### src/rtl/freq_gate_counter.sv
// Counts rising edges of an asynchronous input over a fixed gate of GATE_CYCLES reference clocks.
// Result latency: 1 ARM cycle + GATE_CYCLES gate cycles. The result is held until count_ack.
module freq_gate_counter #(
    parameter int COUNT_WIDTH = 32,
    parameter int GATE_CYCLES = 50000000
) (
    input  logic                   Clock,
    input  logic                   nReset,
    input  logic                   in_wave,
    input  logic                   enable,
    input  logic                   start,
    input  logic                   count_ack,
    output logic [COUNT_WIDTH-1:0] count,
    output logic                   count_valid,
    output logic                   overflow,
    output logic                   busy
);

    localparam int TW = (GATE_CYCLES > 2) ? $clog2(GATE_CYCLES) : 1;
    localparam logic [TW-1:0] LAST_TICK = TW'(GATE_CYCLES - 1);
    localparam logic [COUNT_WIDTH-1:0] CNT_MAX = '1;

    typedef enum logic [1:0] {IDLE, ARM, GATE, HOLD} state_t;

    state_t                 state;
    logic                   s1, s2, s3;
    logic                   edge_det;
    logic [TW-1:0]          gate_timer;
    logic [COUNT_WIDTH-1:0] edge_cnt;
    logic                   sat;
    logic                   cnt_at_max;

    // s1/s2 resolve metastability; s3 only delays s2 so that a rising edge can be detected.
    always_ff @(posedge Clock or negedge nReset) begin
        if (!nReset) begin
            s1 <= 1'b0;
            s2 <= 1'b0;
            s3 <= 1'b0;
        end else begin
            s1 <= in_wave;
            s2 <= s1;
            s3 <= s2;
        end
    end

    assign edge_det   = s2 & ~s3;
    assign cnt_at_max = (edge_cnt == CNT_MAX);

    always_ff @(posedge Clock or negedge nReset) begin
        if (!nReset) begin
            state       <= IDLE;
            gate_timer  <= '0;
            edge_cnt    <= '0;
            sat         <= 1'b0;
            count       <= '0;
            count_valid <= 1'b0;
            overflow    <= 1'b0;
            busy        <= 1'b0;
        end else begin
            case (state)
                IDLE: begin
                    if (start && enable) begin
                        state <= ARM;
                        busy  <= 1'b1;
                    end
                end
                ARM: begin
                    gate_timer <= '0;
                    edge_cnt   <= '0;
                    sat        <= 1'b0;
                    if (!enable) begin
                        state <= IDLE;
                        busy  <= 1'b0;
                    end else begin
                        state <= GATE;
                    end
                end
                GATE: begin
                    if (!enable) begin
                        state <= IDLE;
                        busy  <= 1'b0;
                    end else begin
                        gate_timer <= gate_timer + TW'(1);
                        if (edge_det) begin
                            if (cnt_at_max) begin
                                sat <= 1'b1;
                            end else begin
                                edge_cnt <= edge_cnt + COUNT_WIDTH'(1);
                            end
                        end
                        // The last gate cycle's own edge is folded into the latched result.
                        if (gate_timer == LAST_TICK) begin
                            count       <= (edge_det && !cnt_at_max) ? edge_cnt + COUNT_WIDTH'(1) : edge_cnt;
                            overflow    <= sat | (edge_det & cnt_at_max);
                            count_valid <= 1'b1;
                            busy        <= 1'b0;
                            state       <= HOLD;
                        end
                    end
                end
                HOLD: begin
                    if (count_ack) begin
                        count_valid <= 1'b0;
                        if (start && enable) begin
                            state <= ARM;
                            busy  <= 1'b1;
                        end else begin
                            state <= IDLE;
                        end
                    end
                end
                default: begin
                    state <= IDLE;
                    busy  <= 1'b0;
                end
            endcase
        end
    end

endmodule

### config.mk
export PLATFORM = sky130hd
export DESIGN_NAME = freq_gate_counter
export DESIGN_NICKNAME = d
export VERILOG_FILES = /design/src/rtl/freq_gate_counter.sv
export SDC_FILE = /design/constraint.sdc
export NUM_CORES = 1
export LEC_CHECK = 0
export ABC_AREA = 1
export CORE_MARGIN = 2
export CORE_UTILIZATION = 65
export CTS_BUF_LIST = sky130_fd_sc_hd__clkbuf_4 sky130_fd_sc_hd__clkbuf_8
export CTS_CLUSTER_SIZE = 30
export DETAILED_ROUTE_END_ITERATION = 6
export GPL_ROUTABILITY_DRIVEN = 0
export PLACE_DENSITY_LB_ADDON = 0.2
export RECOVER_POWER = 50
export SLEW_MARGIN = 20
export SYNTH_ARGS = -nofsm -noshare
export SYNTH_HDL_FRONTEND = slang
export SYNTH_SLANG_ARGS = --single-unit
export TNS_END_PERCENT = 5
### constraint.sdc
create_clock -name Clock -period 5.9 [get_ports Clock]
set_input_delay 0.59 -clock Clock [delete_from_list [all_inputs] [get_ports Clock]]
set_output_delay 0.59 -clock Clock [all_outputs]
set_load 0.02 [all_outputs]
== After elaboration in Yosys (flattened, before gate mapping) ==
Index checks and enable logic that the tools add are counted.
Word-level totals
  input port bits: 6
  flip-flop bits (word level): 99
  logic and storage cells: 72
  output and inout port bits: 35
Cells by class
  reductions and logical operators: 13
  bitwise operators: 4
  muxes and demuxes: 28
  $add $sub $neg: 2
  equal/unequal tests: 14
Operators with widths (number)
  $mux 32: 4
  $pmux 32 s2: 1
  $pmux 26 s2: 1
  $add 32x1->32 const B: 1
  $eq 32x32->1 const B: 1
  $add 26x1->26 const B: 1
  $eq 26x26->1 const B: 1
  $mux 26: 1
  $ne 2x2->1 const B: 8
  $mux 1: 12
  $reduce_and 4->1: 3
  $mux 2: 5
  $reduce_and 3->1: 3
  $pmux 2 s4: 1
  $eq 2x2->1 const B: 2
  $pmux 1 s2: 2
  $pmux 1 s4: 1
  $reduce_bool 2->1: 2
  $ne 3x3->1 const B: 1
  $and 1x1->1: 2
  $eq 2x1->1 const B: 1
  $logic_and 1x1->1: 2
  $logic_not 2->1: 1
  $reduce_and 2->1: 1
  3 further kinds: 3

== Depth between registers and ports, before layout ==
  depth after elaboration: 5
  depth in mapped cells: 12
  depth with buffers taken out: 12

== Least setup slack after synthesis ==
Ideal clock, no wire load.
  path type: input port to flip-flop
  from: in enable
  to: reg gate_timer[23]
  stages: 10
  setup time: 113 ps
  data required time: 5787 ps
  data arrival time: 1744 ps
  slack: 4043 ps
  cells stage by stage: buf_2 -> nand2_1 -> inv_2 -> nand3_1 -> nor3_1 -> nand2_1 -> nor2_1 -> nand2_1 -> nand2_1 -> inv_1
On the way
  cells in the longest elaborated chain, start to end: 2
RTL lines
  start, declared: line 10  | input logic enable,
  $ne 2x2->1 (no source line)
  $reduce_and 2->1 (no source line)
  end signal, assigned: line 83  | gate_timer <= gate_timer + TW'(1);
  end, declared: line 28  | logic [TW-1:0] gate_timer;
No other way between the ends.
A chain may end at the register's enable or synchronous reset.

==> metrics.txt <==
die height=98.7 microns; Post-CTS Resized=0; ys flop type=dfrtp_1; CP Capture Type=asynchronous set/reset pin; CP startpoint kind=input port; FF+latch area=2480 sq um; Tcrit/Tclk final=49.9%; GR peak layer=met2; first-pass GRT wire length=24000 microns; # rows=34; met1 global-route usage=41.5%; vias in the first global route=5294; total wire length=13800 microns; RSZ-0062 raised after global routing=no; H-tree depth=3; total CTS buffers=9; Worst-Skew Late Latency=0.37 ns; Area growth syn-to-layout=9.61%; final setup TNS=0 ns; layout cells sized above 1=3.82%; worst slew pin tran=1.75 ns; largest net degree at the start of global routing=73; synthesized area=5830 sq um; dpl ws=3.17 ns; Slew Limit Fails=73; Worst Hold Class=reg -> reg; Setup CP Type=in -> async; max-cap violations=1; cells along the critical path=clkbuf_1 -> clkbuf_2; initial antenna violation count=0; Layout Nets=898; Root Buffer=clkbuf_8; initial DRC count=431; area occupied by multi-input gates=2920 sq um; arrival time worst endpoint=3.10 ns; status=finished, violations left; port bufs=40; syn_nets=864; CP delay by family, top=buffers and inverters; CTS tree=done; Reg clk slew, reported paths=0.09 ns; diodes inserted=0; async set or reset register ratio after synthesis=100%; failing checks=max-capacitance violations, max-slew violations; worst setup margin=2.96 ns; Initial Util=66.9%; Ports=41; Pwr Density=213 nW/um^2; CP required=6.06 ns; Mapped Cells=852; cell taking the most area after synthesis=dfrtp_1; most frequent cell after synthesis=nand2_1; commonest cells in the netlist=nand2_1, dfrtp_1, nor2_1; die area=9740 sq um; hold_buf cts=0; flops & latches, synth=99; post-synthesis sequential area ratio=42.5%; fmax=0.340 GHz; mean post-synth cell area=6.84 sq um; Max Root-Sink Buffers=2; Final Critical Period=2.94 ns; Area contributors post-synth=dfrtp_1, nand2_1, nor2_1; Leakage=3.24 nW; Buf+Inv Stages, Crit Path=2; slowest CP cell=clkbuf_2; final setup fails=0; CP max FO=72; core area=8720 sq um; Final ANT Viol Nets=0; Max stage delay on crit path=1.44 ns; die width=98.7 microns; Netlist cell types=36; Slew headroom=-16.9%; gr usage total=30.1%; Sink Count=99; maximum VDD drop=196 uV; Detail Placement HPWL=9700 microns; Worst Clk Skew=0.00851 ns; wire per inst=13.8 microns; Fill cells=714; Post-CTS Setup Inserts=0; met2 Usage GRT=49.7%; TritonRoute pass-1 iters=5; Final Hold Vio Count=0; vias per cell=5.55; drt drc=0; Ys Warns=0; post-synth top area share=42.5%; EDFF count, synth=0; GRT overflow=0; Via Count=5534; GRT met3 Usage=5.67%
[cells in the final DEF (no fill, tap or decap), drive strengths merged, types with 4 or more instances in the layout]
cell           synthesis  final
clkdlybuf4s50          0     24
o21ai                 28     28
a21oi                 17     17
nand4                  7      7
nand2                390    390
inv                   79     79
xor2                  12     12
nand3                 62     62
nor2                 104    104
nor3                  10     10
nand3b                 4      4
dfrtp                 99     99
ha                     6      6
clkbuf                 5     13
dlygate4sd3            0     15
[stage by stage]
stage / std cells / power [mW] / instance area [sq um] / utilization, % / hold slack (ns)
floorplan: 852 / 0.921 / 5830 / - / 0.294
global placement: 983 / 0.966 / 6230 / 71.4 / 0.335
detailed placement: 983 / 0.972 / 6230 / 71.4 / 0.340
CTS: 998 / 1.37 / 6400 / 73.4 / 0.122
global route: 998 / 1.43 / 6390 / 73.3 / 0.376
finish: 998 / 1.36 / 6390 / 73.3 / 0.358
[cell families after synthesis]
group	count (synthesis)	share of synthesized area, %
flops	99	42.5
mux	1	0.172
xor+xnor	13	1.95
fa+ha+maj	6	1.29
simple gates	579	41.2
compound gates	57	5.41
buf+inv	97	7.51
[path summary, 6_finish.rpt]
check	slack, ns	startpoint	cells past startpoint	to
min in group asynchronous	0.54	nReset	1	gate_timer[23]
worst min-delay path	0.36	s1	0	s2
worst max register to register	3.23	edge_cnt[0]	11	edge_cnt[3]
worst max-delay path	2.96	nReset	2	edge_cnt[13]
max in group Clock	3.23	edge_cnt[0]	11	edge_cnt[3]
worst min register to register	0.36	s1	0	s2
[layout make-up]
cell class,instances,share of cell area (%)
inverters,79,4.64
well taps,108,2.11
multi-input cells,656,45.6
clock inverters,4,0.450
flip-flops and latches,99,38.8
clock buffers,11,2.17
repair buffers,41,6.25
[state kept, by name, indices dropped and copies added (netlist names)]
name and flops:
count 32, sat 1, s2 1, gate_timer 26
s3 1, s1 1, state 2, overflow 1
edge_cnt 32, count_valid 1, busy 1
[worst register-to-register path: cells and delay by family (launching register included)]
kind	cells	cell delay, ns
and+or+nand+nor	10	1.87
adders and majority gates	1	0.25
DFF	1	0.45
[power breakdown]
part	total (mW)	internal, mW	switching [mW]
combinational	0.251	0.0638	0.187
clock	0.400	0.161	0.239
sequential	0.712	0.694	0.0175
total	1.36	0.919	0.443
[metal layers]
layer / wire length, microns / up-vias
met2: 6570 / 222
met1: 6120 / 2559
met4: 179 / 0
met5: 0 / -
met3: 919 / 28
li1: - / 2725
Power figures use the tool's default switching activity.
